==> config.mk <==
export PLATFORM = sky130hd
export DESIGN_NAME = id_ex_pipeline_reg
export DESIGN_NICKNAME = d
export VERILOG_FILES = /design/src/rtl/id_ex_pipeline_reg.sv
export SDC_FILE = /design/constraint.sdc
export NUM_CORES = 1
export LEC_CHECK = 0
export CAP_MARGIN = 20
export CORE_UTILIZATION = 35
export DETAILED_ROUTE_END_ITERATION = 7
export GPL_ROUTABILITY_DRIVEN = 1
export PLACE_DENSITY = 0.73
export RECOVER_POWER = 50
export SYNTH_ARGS = -nofsm -noshare
export SYNTH_HDL_FRONTEND = slang
export SYNTH_SLANG_ARGS = --single-unit
==> constraint.sdc <==
create_clock -name clk -period 17.4 [get_ports clk]
set_clock_uncertainty 0.1 [all_clocks]
set_input_delay 5.22 -clock clk [delete_from_list [all_inputs] [get_ports clk]]
set_output_delay 5.22 -clock clk [all_outputs]
set_load 0.01 [all_outputs]
==> src/rtl/id_ex_pipeline_reg.sv <==
`default_nettype none
// ============================================================================
//  Module      : id_ex_pipeline_reg
//  Description : Decode->Execute pipeline register. Captures decoder control,
//                ALU control, operands and register addresses; supports
//                stall (hold), flush (bubble) and upstream-invalid squash.
//                Keeps a saturating count of bubbles entering Execute.
//  Revision    : 1.0 - initial release
// ============================================================================
module id_ex_pipeline_reg #(
  parameter int XLEN  = 32,
  parameter int RAW   = 5,
  parameter int CNT_W = 16
) (
  input  logic             clk,
  input  logic             reset,
  input  logic             StallE,
  input  logic             FlushE,
  input  logic             ValidD,
  // decoder control
  input  logic             RegWriteD,
  input  logic [1:0]       ResultSrcD,
  input  logic             MemWriteD,
  input  logic             JumpD,
  input  logic             BranchD,
  input  logic             ALUSrcD,
  input  logic [2:0]       ALUControlD,
  // data
  input  logic [XLEN-1:0]  RD1D,
  input  logic [XLEN-1:0]  RD2D,
  input  logic [XLEN-1:0]  PCD,
  input  logic [XLEN-1:0]  PCPlus4D,
  input  logic [XLEN-1:0]  ImmExtD,
  // register addresses
  input  logic [RAW-1:0]   Rs1D,
  input  logic [RAW-1:0]   Rs2D,
  input  logic [RAW-1:0]   RdD,
  // registered copies
  output logic             RegWriteE,
  output logic [1:0]       ResultSrcE,
  output logic             MemWriteE,
  output logic             JumpE,
  output logic             BranchE,
  output logic             ALUSrcE,
  output logic [2:0]       ALUControlE,
  output logic [XLEN-1:0]  RD1E,
  output logic [XLEN-1:0]  RD2E,
  output logic [XLEN-1:0]  PCE,
  output logic [XLEN-1:0]  PCPlus4E,
  output logic [XLEN-1:0]  ImmExtE,
  output logic [RAW-1:0]   Rs1E,
  output logic [RAW-1:0]   Rs2E,
  output logic [RAW-1:0]   RdE,
  output logic             ValidE,
  output logic [CNT_W-1:0] BubbleCount
);

  localparam logic [CNT_W-1:0] C_CNT_ONE = {{(CNT_W-1){1'b0}}, 1'b1};
  localparam logic [CNT_W-1:0] C_CNT_MAX = {CNT_W{1'b1}};

  // control-field state
  logic             reg_write_q,   reg_write_d;
  logic [1:0]       result_src_q,  result_src_d;
  logic             mem_write_q,   mem_write_d;
  logic             jump_q,        jump_d;
  logic             branch_q,      branch_d;
  logic             alu_src_q,     alu_src_d;
  logic [2:0]       alu_control_q, alu_control_d;

  // data / address state
  logic [XLEN-1:0]  rd1_q,      rd1_d;
  logic [XLEN-1:0]  rd2_q,      rd2_d;
  logic [XLEN-1:0]  pc_q,       pc_d;
  logic [XLEN-1:0]  pc_plus4_q, pc_plus4_d;
  logic [XLEN-1:0]  imm_ext_q,  imm_ext_d;
  logic [RAW-1:0]   rs1_q,      rs1_d;
  logic [RAW-1:0]   rs2_q,      rs2_d;
  logic [RAW-1:0]   rd_q,       rd_d;

  // status state
  logic             valid_q,    valid_d;
  logic [CNT_W-1:0] bubble_cnt_q, bubble_cnt_d;

  // Edge classification: a flush always wins, otherwise a stall freezes the stage.
  logic w_load;
  logic w_bubble;

  // Decide what this edge does to the stage and whether it injects a bubble.
  always_comb begin
    w_load   = 1'b0;
    w_bubble = 1'b0;
    if (FlushE) begin
      w_bubble = 1'b1;
    end else if (!StallE) begin
      w_load   = 1'b1;
      w_bubble = !ValidD;
    end
  end

  // Control fields: zero on flush or on an invalid upstream slot, so E sees a NOP.
  always_comb begin
    reg_write_d   = reg_write_q;
    result_src_d  = result_src_q;
    mem_write_d   = mem_write_q;
    jump_d        = jump_q;
    branch_d      = branch_q;
    alu_src_d     = alu_src_q;
    alu_control_d = alu_control_q;
    if (FlushE || (w_load && !ValidD)) begin
      reg_write_d   = 1'b0;
      result_src_d  = 2'b00;
      mem_write_d   = 1'b0;
      jump_d        = 1'b0;
      branch_d      = 1'b0;
      alu_src_d     = 1'b0;
      alu_control_d = 3'b000;
    end else if (w_load) begin
      reg_write_d   = RegWriteD;
      result_src_d  = ResultSrcD;
      mem_write_d   = MemWriteD;
      jump_d        = JumpD;
      branch_d      = BranchD;
      alu_src_d     = ALUSrcD;
      alu_control_d = ALUControlD;
    end
  end

  // Data and address fields: cleared by flush, loaded regardless of ValidD.
  always_comb begin
    rd1_d      = rd1_q;
    rd2_d      = rd2_q;
    pc_d       = pc_q;
    pc_plus4_d = pc_plus4_q;
    imm_ext_d  = imm_ext_q;
    rs1_d      = rs1_q;
    rs2_d      = rs2_q;
    rd_d       = rd_q;
    if (FlushE) begin
      rd1_d      = '0;
      rd2_d      = '0;
      pc_d       = '0;
      pc_plus4_d = '0;
      imm_ext_d  = '0;
      rs1_d      = '0;
      rs2_d      = '0;
      rd_d       = '0;
    end else if (w_load) begin
      rd1_d      = RD1D;
      rd2_d      = RD2D;
      pc_d       = PCD;
      pc_plus4_d = PCPlus4D;
      imm_ext_d  = ImmExtD;
      rs1_d      = Rs1D;
      rs2_d      = Rs2D;
      rd_d       = RdD;
    end
  end

  // Valid flag and saturating bubble counter; stalled edges leave both untouched.
  always_comb begin
    valid_d      = valid_q;
    bubble_cnt_d = bubble_cnt_q;
    if (FlushE) begin
      valid_d = 1'b0;
    end else if (w_load) begin
      valid_d = ValidD;
    end
    if (w_bubble && (bubble_cnt_q != C_CNT_MAX)) begin
      bubble_cnt_d = bubble_cnt_q + C_CNT_ONE;
    end
  end

  // Control register bank.
  always_ff @(posedge clk or posedge reset) begin
    if (reset) begin
      reg_write_q   <= 1'b0;
      result_src_q  <= 2'b00;
      mem_write_q   <= 1'b0;
      jump_q        <= 1'b0;
      branch_q      <= 1'b0;
      alu_src_q     <= 1'b0;
      alu_control_q <= 3'b000;
    end else begin
      reg_write_q   <= reg_write_d;
      result_src_q  <= result_src_d;
      mem_write_q   <= mem_write_d;
      jump_q        <= jump_d;
      branch_q      <= branch_d;
      alu_src_q     <= alu_src_d;
      alu_control_q <= alu_control_d;
    end
  end

  // Data and address register bank.
  always_ff @(posedge clk or posedge reset) begin
    if (reset) begin
      rd1_q      <= '0;
      rd2_q      <= '0;
      pc_q       <= '0;
      pc_plus4_q <= '0;
      imm_ext_q  <= '0;
      rs1_q      <= '0;
      rs2_q      <= '0;
      rd_q       <= '0;
    end else begin
      rd1_q      <= rd1_d;
      rd2_q      <= rd2_d;
      pc_q       <= pc_d;
      pc_plus4_q <= pc_plus4_d;
      imm_ext_q  <= imm_ext_d;
      rs1_q      <= rs1_d;
      rs2_q      <= rs2_d;
      rd_q       <= rd_d;
    end
  end

  // Status registers.
  always_ff @(posedge clk or posedge reset) begin
    if (reset) begin
      valid_q      <= 1'b0;
      bubble_cnt_q <= '0;
    end else begin
      valid_q      <= valid_d;
      bubble_cnt_q <= bubble_cnt_d;
    end
  end

  // Outputs come straight from flops: no input-to-output combinational path.
  assign RegWriteE   = reg_write_q;
  assign ResultSrcE  = result_src_q;
  assign MemWriteE   = mem_write_q;
  assign JumpE       = jump_q;
  assign BranchE     = branch_q;
  assign ALUSrcE     = alu_src_q;
  assign ALUControlE = alu_control_q;
  assign RD1E        = rd1_q;
  assign RD2E        = rd2_q;
  assign PCE         = pc_q;
  assign PCPlus4E    = pc_plus4_q;
  assign ImmExtE     = imm_ext_q;
  assign Rs1E        = rs1_q;
  assign Rs2E        = rs2_q;
  assign RdE         = rd_q;
  assign ValidE      = valid_q;
  assign BubbleCount = bubble_cnt_q;

endmodule
`default_nettype wire

After elaboration in Yosys (flattened, before gate mapping)
Cells that the tools add are included.
{"block": "word_totals", "elab_cells": 61, "output_inout_bits": 202, "reg_bits": 202, "input_bits": 190}
{"block": "op_classes", "n_reduce_logical": 6, "n_eq_ne": 1, "muxes": 36, "n_addsub": 1}
{"operator": "$mux 32", "count": 10}
{"operator": "$mux 5", "count": 6}
{"operator": "$add 16x1->16 const B", "count": 1}
{"operator": "$mux 1", "count": 16}
{"operator": "$ne 16x16->1 const B", "count": 1}
{"operator": "$mux 3", "count": 2}
{"operator": "$mux 2", "count": 2}
{"operator": "$reduce_bool 2->1", "count": 2}
{"operator": "$logic_and 1x1->1", "count": 2}
{"operator": "$logic_not 1->1", "count": 1}
{"operator": "$logic_or 1x1->1", "count": 1}

Depth between registers and ports, before layout
{"block": "depth", "depth_word": 5, "mapped_depth": 5, "mapped_depth_nobuf": 5}

Least setup slack after synthesis
OpenSTA, ideal clock, no wires.
{"block": "synth_timing", "path_kind": "input -> register", "start": "in StallE", "end": "reg bubble_cnt_q[11] (netlist: BubbleCount[11])", "path_stages": 5, "slack_ps": 11016, "setup_ps": 79, "required_time_ps": 17221, "path_buffers": 1, "arrival_ps": 6205, "path_cell_list": "buf_8 -> o21bai_4 -> nand4_1 -> nor4b_1 -> xor2_1"}
{"block": "synth_via", "elab_chain_cells": 3}
{"element": "start: declaration", "line": "17", "source": "input logic StallE,"}
{"element": "$mux 1", "line": "94", "source": "end else if (!StallE) begin"}
{"element": "$mux 1", "line": "92", "source": "if (FlushE) begin"}
{"element": "$logic_and 1x1->1", "line": "168", "source": "if (w_bubble && (bubble_cnt_q != C_CNT_MAX)) begin"}
{"element": "end signal: assignment", "line": "224", "source": "bubble_cnt_q <= bubble_cnt_d;"}
{"element": "end: declaration", "line": "82", "source": "logic [CNT_W-1:0] bubble_cnt_q, bubble_cnt_d;"}
Every way passes these cells.
A chain may end at the register's enable or synchronous reset.

Worst setup path in the final report
Ends and elaborated chain as after synthesis.

==> key figures <==
Clock network
  – CTS buffer count: 22
  – TritonCTS clock tree: built
  – Clk sinks: 202
  – Hold_buf cts: 0
  – Post-CTS resize count: 0
  – Clock Tree Buf Depth: 3
  – Clock-pin slew on the worst setup and hold paths: 60 ps
  – Clk_lat worst skew: 500 ps
  – Htree depth: 1
  – Post-CTS Setup Bufs: 0
  – CTS root buf: clkbuf_16

Yosys
  – Register area share after synthesis: 0.616
  – YS warnings: 0
  – Syn Std Cell Area: 8210 sq um
  – Most used flip-flop cell after synthesis: dfrtp_1
  – Post-synth EDFFs: 0
  – Post-synth net total: 862
  – Area contributors post-synth: dfrtp_1, mux2i_1, nor2_1
  – Async SR Flop Fraction: 1.00
  – FF+latch count, synth: 202
  – Yosys top cell area share: 0.616
  – Top cell type by total area after synthesis: dfrtp_1
  – Mean Syn Cell Area: 12.2 sq um
  – Unique masters post-synth: 30
  – Post-Syn Instances: 671

Power and ir drop
  – Total Power: 0.00125 W
  – Pint: 0.000939 W
  – Comb pwr share: 0.173
  – Pleak: 6.34 nW
  – Peak VDD IR: 0.0815 mV
  – Pwr Density: 95.1 nW/um^2
  – Clk network pwr share: 0.399
  – Flop pwr share: 0.428
  – Switching share of power: 0.246
  – Switching Power: 0.000306 W

Floorplanning
  – IO Count: 392
  – Chip Height: 155 um
  – Core area: 22800 sq um
  – Die Wd: 155 um
  – Initial Util: 0.359
  – Site Rows: 55
  – Die footprint: 24100 sq um

Placement
  – I/O Buffers: 391
  – Final HPWL DP: 15700 um
  – RD Place Congestion: 0.773
  – Dpl cells: 1336

Critical path
  – Critical path launch point type: input port
  – CP Class: in -> reg
  – CP max FO: 73
  – Critical path origin: StallE
  – CP Capture Type: register
  – R2R Path Start: BubbleCount[0]
  – Worst EP required: 17670 ps
  – WP data arrival: 10290 ps

Cells and area
  – Diode count: 0
  – Fillers: 1920
  – Share of cells above drive strength 1: 0.0414
  – Post-Layout Cell Count: 1376
  – Post-layout net count: 1238
  – Final core occ: 0.573
  – Area Overhead vs Synth: 59.6%

Routing
  – 1st-pass router iterations: 4
  – DR DRC count: 0
  – DR WL/cell: 16.8 um
  – Routed WL: 23100 um
  – Via/cell ratio: 4.61
  – Via count: 6348
  – Iteration-0 DRC Markers: 281
  – Antenna-violating nets left: 0

Run status
  – Failing checks: capacitance limit, slew limit
  – Status: finished with violations

Timing
  – Max-slew violation count: 202
  – Final period demand of the worst path: 10030 ps
  – Worst relative slew slack: -2.77
  – Fin Setup TNS: 0 ps
  – Final setup viols: 0
  – RSZ-0062 raised after global routing: false
  – Worst-Margin Slew: 5630 ps
  – Final Cycle Share: 0.576
  – Highest achievable clock rate: 0.0997 GHz
  – Hold Violations, Final: 0

Min path
  – Hold_sp: RD2E[28]
  – Hold Path Class: reg -> reg

Global routing
  – Vias in the first global route: 6419
  – Total global-route track usage: 0.186
  – Initial antenna violation count: 0
  – First-pass GRT wire length: 35500 um
  – GRT overflow: 0
  – Pin count of the biggest net entering global routing: 128

Flow run
  – Max-Cap Viols: 2
## worst max-delay path, stage by stage
cell      delay [ps]
clkbuf_1        3360
o21bai_1         840
nand4_1          570
nor4b_1          110
xor2_1           170
## kinds of logic (layout without fill, tap and decap cells)
| kind of cell | Yosys count | count (layout) | share of synthesized area |
|---|---|---|---|
| multiplexers | 176 | 176 | 0.215 |
| AO/OA/AOI/OAI | 14 | 14 | 0.0133 |
| adder cells (fa/ha/maj) | 1 | 1 | 0.00152 |
| flip-flops | 202 | 202 | 0.616 |
| buffers and inverters | 45 | 437 | 0.0259 |
| AND/OR/NAND/NOR | 219 | 219 | 0.113 |
| XOR/XNOR | 14 | 14 | 0.0149 |
## cell usage after synthesis (2+ instances only)
cell / n
nand3_1: 4
nor3_1: 5
nand2_1: 4
nand4_1: 5
mux2i_1: 175
clkbuf_1: 22
xor2_1: 14
dfrtp_1: 202
nor2_1: 186
o21ai_0: 2
nor4b_1: 2
buf_2: 18
a22oi_1: 10
inv_1: 2
nor4_1: 5
## path summary, 6_finish.rpt
| path | to | slack, ps | cells after the start |
|---|---|---|---|
| min in group asynchronous | RD1E[2] | 6820 | 2 |
| max in group asynchronous | RD1E[24] | 7710 | 3 |
| worst max register to register | BubbleCount[1] | 15470 | 5 |
| worst max-delay path | BubbleCount[11] | 7370 | 5 |
| worst min register to register | RD2E[28] | 410 | 2 |
| worst min-delay path | RD2E[28] | 410 | 2 |
## power by group through the flow
stage | Sequential [W] | Clock, W | Combinational [W]
2_1_floorplan | 0.000553 | 0 | 0.0000751
3_3_place_gp | 0.000541 | 0 | 0.000218
3_5_place_dp | 0.000541 | 0 | 0.000222
4_1_cts | 0.000534 | 0.000511 | 0.000223
5_1_grt | 0.000538 | 0.000532 | 0.000233
6_report | 0.000533 | 0.000497 | 0.000215
## flip-flops by register name (all words and copies together) (netlist names), 2 cells and up
| register | cells |
|---|---|
| PCPlus4E | 32 |
| RD2E | 32 |
| Rs2E | 5 |
| ALUControlE | 3 |
| Rs1E | 5 |
| PCE | 32 |
| ResultSrcE | 2 |
| BubbleCount | 16 |
| RD1E | 32 |
| RdE | 5 |
| ImmExtE | 32 |
## metrics by stage
| stage | hold WS [ps] | setup WS (ps) | area [sq um] |
|---|---|---|---|
| floorplan | 422 | 6570 | 8210 |
| finish | 411 | 7370 | 13100 |
| detailed placement | 395 | 9830 | 12300 |
| global route | 422 | 6690 | 13100 |
| CTS | 405 | 10370 | 13100 |
| global placement | 391 | 9830 | 12300 |
## routing by layer
metal | up-vias | track usage | part of all wire
met5 | - | 0 | 0
met4 | 0 | 0.0495 | 0.019
met3 | 33 | 0.0538 | 0.086
met2 | 263 | 0.320 | 0.49
met1 | 3044 | 0.227 | 0.40
li1 | 3008 | - | -
## area by class of cell
cell class                 instances  area [sq um]  share of cell area
sequential                       202          5050               0.386
timing repair buffer             395          3940               0.301
multi-input combinational        424          2920               0.223
clock buffer                      35           681              0.0520
tap                              313           392              0.0299
clock inverter                     5           100             0.00764
inverter                           2          8.76            0.000669
## cells in the final DEF, fill, tap and decap left out, drive strengths merged
| master | netlist | routed |
|---|---|---|
| clkinvlp | 0 | 1 |
| dfrtp | 202 | 202 |
| and4 | 1 | 1 |
| a21oi | 1 | 1 |
| mux2i | 175 | 175 |
| nand2b | 1 | 1 |
| buf | 20 | 5 |
| ha | 1 | 1 |
| xor2 | 14 | 14 |
| nor4 | 6 | 6 |
| bufinv | 0 | 3 |
| clkinv | 0 | 2 |
| and3b | 1 | 1 |
| clkdlybuf4s50 | 0 | 289 |
| nor2 | 186 | 186 |
| mux2 | 1 | 1 |
| o21bai | 1 | 1 |
| a22oi | 10 | 10 |
| nor4b | 2 | 2 |
| nor3 | 5 | 5 |
| nand2 | 4 | 4 |
| nor2b | 2 | 2 |
| inv | 2 | 1 |
| nand3 | 4 | 4 |
| dlygate4sd3 | 0 | 100 |
| o21ai | 2 | 2 |
| and2 | 1 | 1 |
| clkbuf | 23 | 36 |
| nand4 | 6 | 6 |
(Power assumes the default switching activity.)
